### src/rtl/ode_euler_pkg.sv
// Shared definitions for the Euler step sequencer.
// State encoding and default counter widths.
package ode_euler_pkg;

  localparam int ADDR_W_DEF = 8;
  localparam int STEP_W_DEF = 16;

  localparam logic [2:0] ST_IDLE  = 3'd0;
  localparam logic [2:0] ST_REQ   = 3'd1;
  localparam logic [2:0] ST_WRITE = 3'd2;
  localparam logic [2:0] ST_READY = 3'd3;
  localparam logic [2:0] ST_FIN   = 3'd4;

  typedef enum logic [2:0] {
    IDLE  = ST_IDLE,
    REQ   = ST_REQ,
    WRITE = ST_WRITE,
    READY = ST_READY,
    FIN   = ST_FIN
  } seq_state_t;

endpackage

### src/rtl/euler_bound_counter.sv
// Saturating up-counter bounded by a captured limit.
// is_last flags count == limit-1; no wrap past it.
module euler_bound_counter #(
  parameter int W = 8
) (
  input  logic         clk,
  input  logic         rst_async,
  input  logic         clr,
  input  logic         inc,
  input  logic [W-1:0] limit,
  output logic [W-1:0] count,
  output logic         is_last
);

  assign is_last = (count == limit - W'(1));

  // count register: clear wins, increment stops at the bound
  always_ff @(posedge clk or posedge rst_async) begin
    if (rst_async) begin
      count <= '0;
    end else if (clr) begin
      count <= '0;
    end else if (inc && !is_last) begin
      count <= count + W'(1);
    end
  end

endmodule

### src/rtl/euler_step_sequencer.sv
// Producer side of the Euler end-of-computation handshake.
// Walks rows x steps, emitting F (level), R, then D.
module euler_step_sequencer
  import ode_euler_pkg::*;
#(
  parameter int ADDR_W = ADDR_W_DEF,
  parameter int STEP_W = STEP_W_DEF
) (
  input  logic              clk,
  input  logic              rst_async,
  input  logic              rst_sync,
  input  logic              start,
  input  logic [ADDR_W-1:0] n_rows,
  input  logic [STEP_W-1:0] n_steps,
  input  logic              calc_ack,
  output logic              calc_req,
  output logic [ADDR_W-1:0] row_addr,
  output logic [STEP_W-1:0] step_idx,
  output logic              wr_en,
  output logic              final_flag,
  output logic              row_end,
  output logic              data_ready,
  output logic              busy,
  output logic              done
);

  seq_state_t        state;
  logic [ADDR_W-1:0] n_rows_q;
  logic [STEP_W-1:0] n_steps_q;
  logic              run_q;
  logic              row_last;
  logic              step_last;
  logic              go;
  logic              wrap;
  logic              row_clr;
  logic              row_inc;
  logic              step_clr;
  logic              step_inc;

  assign go = (state == IDLE) && start
           && (n_rows != '0) && (n_steps != '0);

  assign wrap = (state == READY) && row_last
             && !step_last;

  assign row_clr  = rst_sync || go || wrap;
  assign row_inc  = (state == READY) && !row_last;
  assign step_clr = rst_sync || go;
  assign step_inc = wrap;

  // F is high for every working state of the last step
  assign final_flag = run_q && step_last;

  euler_bound_counter #(.W(ADDR_W)) u_rows (
    .clk       (clk),
    .rst_async (rst_async),
    .clr       (row_clr),
    .inc       (row_inc),
    .limit     (n_rows_q),
    .count     (row_addr),
    .is_last   (row_last)
  );

  euler_bound_counter #(.W(STEP_W)) u_steps (
    .clk       (clk),
    .rst_async (rst_async),
    .clr       (step_clr),
    .inc       (step_inc),
    .limit     (n_steps_q),
    .count     (step_idx),
    .is_last   (step_last)
  );

  // sequencing FSM with registered handshake outputs
  always_ff @(posedge clk or posedge rst_async) begin
    if (rst_async) begin
      state      <= IDLE;
      n_rows_q   <= '0;
      n_steps_q  <= '0;
      run_q      <= 1'b0;
      calc_req   <= 1'b0;
      wr_en      <= 1'b0;
      row_end    <= 1'b0;
      data_ready <= 1'b0;
      busy       <= 1'b0;
      done       <= 1'b0;
    end else if (rst_sync) begin
      state      <= IDLE;
      run_q      <= 1'b0;
      calc_req   <= 1'b0;
      wr_en      <= 1'b0;
      row_end    <= 1'b0;
      data_ready <= 1'b0;
      busy       <= 1'b0;
      done       <= 1'b0;
    end else begin
      wr_en      <= 1'b0;
      row_end    <= 1'b0;
      data_ready <= 1'b0;
      done       <= 1'b0;
      unique case (state)
        IDLE: begin
          if (go) begin
            n_rows_q  <= n_rows;
            n_steps_q <= n_steps;
            run_q     <= 1'b1;
            calc_req  <= 1'b1;
            busy      <= 1'b1;
            state     <= REQ;
          end else if (start) begin
            done  <= 1'b1;
            busy  <= 1'b1;
            state <= FIN;
          end
        end
        REQ: begin
          if (calc_ack) begin
            calc_req <= 1'b0;
            wr_en    <= 1'b1;
            row_end  <= row_last;
            state    <= WRITE;
          end
        end
        WRITE: begin
          data_ready <= row_end;
          state      <= READY;
        end
        READY: begin
          if (row_last && step_last) begin
            run_q <= 1'b0;
            done  <= 1'b1;
            state <= FIN;
          end else begin
            calc_req <= 1'b1;
            state    <= REQ;
          end
        end
        FIN: begin
          busy  <= 1'b0;
          state <= IDLE;
        end
        default: begin
          state <= IDLE;
        end
      endcase
    end
  end

endmodule

### config.mk
export PLATFORM = sky130hd
export DESIGN_NAME = euler_step_sequencer
export DESIGN_NICKNAME = d
export VERILOG_FILES = /design/src/rtl/ode_euler_pkg.sv /design/src/rtl/euler_bound_counter.sv /design/src/rtl/euler_step_sequencer.sv
export SDC_FILE = /design/constraint.sdc
export NUM_CORES = 1
export LEC_CHECK = 0
export CAP_MARGIN = 10
export CORE_UTILIZATION = 35
export DETAILED_ROUTE_END_ITERATION = 8
export PLACE_DENSITY = 0.58
export SLEW_MARGIN = 10
export SYNTH_ARGS = -nofsm -noshare
export SYNTH_HDL_FRONTEND = slang
export SYNTH_SLANG_ARGS = --single-unit
### constraint.sdc
create_clock -name clk -period 3.28 [get_ports clk]
set_input_delay 0.328 -clock clk [delete_from_list [all_inputs] [get_ports clk]]
set_output_delay 0.328 -clock clk [all_outputs]
set_load 0.01 [all_outputs]
==> reports/results.ini <==
[outcome]
status = finished, final reports clean

[setup_path]
cp.arrival_ns = 2.67
start_kind = register
worstPathRequired_ns = 2.95
reg2reg_from = n_rows_q[0]$_DFFE_PP0P_
regToRegEndpoint = u_steps.count[7]$_DFFE_PP0P_
crit_chain = inv_1 > ha_1 > or4b_1 > o21a_1 > nor4_1 > nand4_1 > nor4_1 > and2_1 > clkbuf_2
worstSetupPathType = reg2out
cp_slowest_cell = or4b_1
critPathMaxStageDelay_ns = 0.47
cp_max_fo = 4
path_common_cell = nor4_1
rrSetupSlack_ns = 0.35
worstSetupEndpointType = output pin
ff2ff_path_depth = 10

[pwr]
p_int_mw = 1.50
combPwrFrac_pct = 31.5
seqPwrFrac_pct = 43.1
ir_drop_uv = 239
leakage_nw = 1.73
p_total_mw = 2.30
netSwitchingFraction_pct = 34.9
switchingPower_uw = 803
power_density_nw_per_um2 = 499
p_clk_share_pct = 25.4

[sta]
tightestPinTransition_ns = 0.615
relSlewSlack_pct = 59.0
skew_ns = 0.0120
clock.fmax_ghz = 0.334
fin_hold_ws_ns = 0.376
rsz0062_at_grt = false
setup_viol = 0
report.final.hold_viol_count = 0
final.period_utilization_pct = 91.3
tns_ns = 0
min_period_ns = 2.99
drv_slew = 0

[floorplanning]
ioPinCount = 60
fp.coreArea_um2 = 9860
dieArea_um2 = 10700
start_util_pct = 36.6
placementRows = 36
dieHeight_um = 104
die_w_um = 104

[cts]
cts_tree = yes
cts-buffers-inserted = 9
cts_hold_buf = 0
htreeDepth = 3
cts_buffer_depth = 2
clock-sinks = 58
insertion_delay_ns = 0.34
clk_pin_slew_ns = 0.07
cts-root-buf = clkbuf_8

[cells_and_area]
areaGrowthSynthToFinish_pct = 27.8
seq_area_um2 = 1450
drive_above_1_share_pct = 15.4
multi_input_area_um2 = 2090
antenna_cells = 0
fin_nets = 483
num-fill-cells = 933

[logic_synthesis]
netlist_instances = 380
synth-edff-count = 0
yosysUniqueCellTypes = 63
postSynthAreaPerCell_um2 = 9.50
yosys_warnings = 0
synth_nets = 413
seq_area_frac_synth_pct = 40.2
synth_flop_cell = dfrtp_1
async_flop_share_pct = 100
synth_seq_cells = 58
syn-cell-area_um2 = 3610

[detailed_routing]
ant_nets = 0
drt_first_pass_iters = 4
vias_per_cell = 5.45
vias = 3207
drt-wirelength-per-cell_um = 15.6
drt_iter0_drc = 106
drc_errors = 0
routed_wl_um = 9170

[global_route]
grt_usage_pct = 18.3
grt_pass1_wl_um = 15800
grt_antenna_before_repair = 0
grt_overflow = 0
grt_max_degree = 31
grt_pass1_vias = 3092

[placement]
post-dp-hpwl_um = 6960
portBuffers = 59
gp_congestion = 0.801

[job]
drv_cap = 0

[worst_hold_path]
worstHoldPathType = in2async

==> worst max path at each step <==
stage,start,end,cells after the start
final,n_steps_q[1]$_DFFE_PP0P_,final_flag,9
after global routing,n_steps_q[1]$_DFFE_PP0P_,final_flag,9
after CTS,n_steps_q[1]$_DFFE_PP0P_,final_flag,9
after detailed placement,n_steps_q[1]$_DFFE_PP0P_,final_flag,9
after global placement,n_steps_q[1]$_DFFE_PP0P_,final_flag,9
after floorplan,n_steps_q[0]$_DFFE_PP0P_,u_steps.count[2]$_DFFE_PP0P_,10
==> flip-flops by register name, indices dropped and copies added, names as in the netlist <==
register and count:
wr_en 1, state 3, u_rows.count 8, data_ready 1
calc_req 1, n_steps_q 16, n_rows_q 8, busy 1
row_end 1, done 1, run_q 1, u_steps.count 16
==> layout by cell type (no fill, tap or decap), types with 9 or more instances in the layout <==
master	count
clkdlybuf4s50_1	58
nor3_1	9
xnor2_1	19
mux2_2	25
nand2_1	25
nor2_1	17
buf_4	13
nand3_1	16
a21oi_1	24
nor4_1	13
clkbuf_8	10
xor2_1	11
dfrtp_1	58
or3_1	17
o21ai_0	19
==> cells by family (layout without fill, tap and decap cells) <==
logic type	after synthesis	in the layout	share of synthesized area [%]
fa+ha+maj	4	4	1.39
compound gates	83	83	14.9
mux	25	25	7.80
buf+inv	22	97	2.57
xor+xnor	30	30	7.28
simple gates	158	158	25.9
flops	58	58	40.2
==> worst max-delay path: cells and delay by family, from the launching register on <==
family | cells | cell delay [ns]
AND/OR/NAND/NOR | 5 | 1.31
buffers and inverters | 2 | 0.20
flip-flops | 1 | 0.40
adder cells (fa/ha/maj) | 1 | 0.21
AO/OA/AOI/OAI | 1 | 0.20
==> synthesized netlist by cell type (all sizes together), types with 10 or more instances <==
cell type | count | area share [%]
nand3 | 16 | 2.2
nand2 | 25 | 2.6
dfrtp | 58 | 40
xnor2 | 19 | 4.6
a21oi | 24 | 3.3
clkbuf | 10 | 1.0
xor2 | 11 | 2.7
nor2 | 17 | 1.8
mux2 | 25 | 7.8
nor4 | 15 | 2.9
nor3 | 12 | 2.1
o21ai | 25 | 3.5
or3 | 17 | 2.9
==> stage by stage <==
stage	worst slack [ns]	utilization, %	instance area [µm²]	std cells
after floorplan	0.724	-	3610	380
after global placement	0.219	44.9	4420	571
after detailed placement	0.0816	44.9	4420	571
after CTS	0.173	46.7	4610	587
after global routing	0.0622	46.8	4610	588
final	0.285	46.8	4610	588
==> layer usage <==
layer	GRT usage (%)	vias up	wire, µm
li1	-	1569	-
met5	0	-	0
met3	4.66	11	421
met4	5.18	0	133
met1	23.6	1555	4070
met2	30.2	72	4540
==> final cells by class <==
| cell class | instances | share of cell area (%) |
|---|---|---|
| clock buffers | 11 | 3.06 |
| clock inverters | 5 | 0.651 |
| multi-input cells | 300 | 45.3 |
| inverters | 8 | 0.651 |
| repair buffers | 73 | 15.2 |
| well taps | 133 | 3.61 |
| flip-flops and latches | 58 | 31.5 |
==> power groups by stage <==
stage | combinational (mW) | clock [mW] | sequential, mW
floorplan | 0.531 | 0 | 0.954
global placement | 0.712 | 0 | 0.995
detailed placement | 0.718 | 0 | 1.00
CTS | 0.728 | 0.601 | 0.992
global route | 0.811 | 0.627 | 1.01
finish | 0.725 | 0.584 | 0.991
==> repair_timing <==
| item | in CTS | in global routing |
|---|---|---|
| resized for setup | 4 | 2 |
| gates cloned | 0 | 0 |
| buffers inserted | 0 | 1 |
| endpoints found under the setup margin | 1 | 1 |
| pin swaps | 0 | 2 |
No activity file was read; power rests on OpenSTA's default activity.
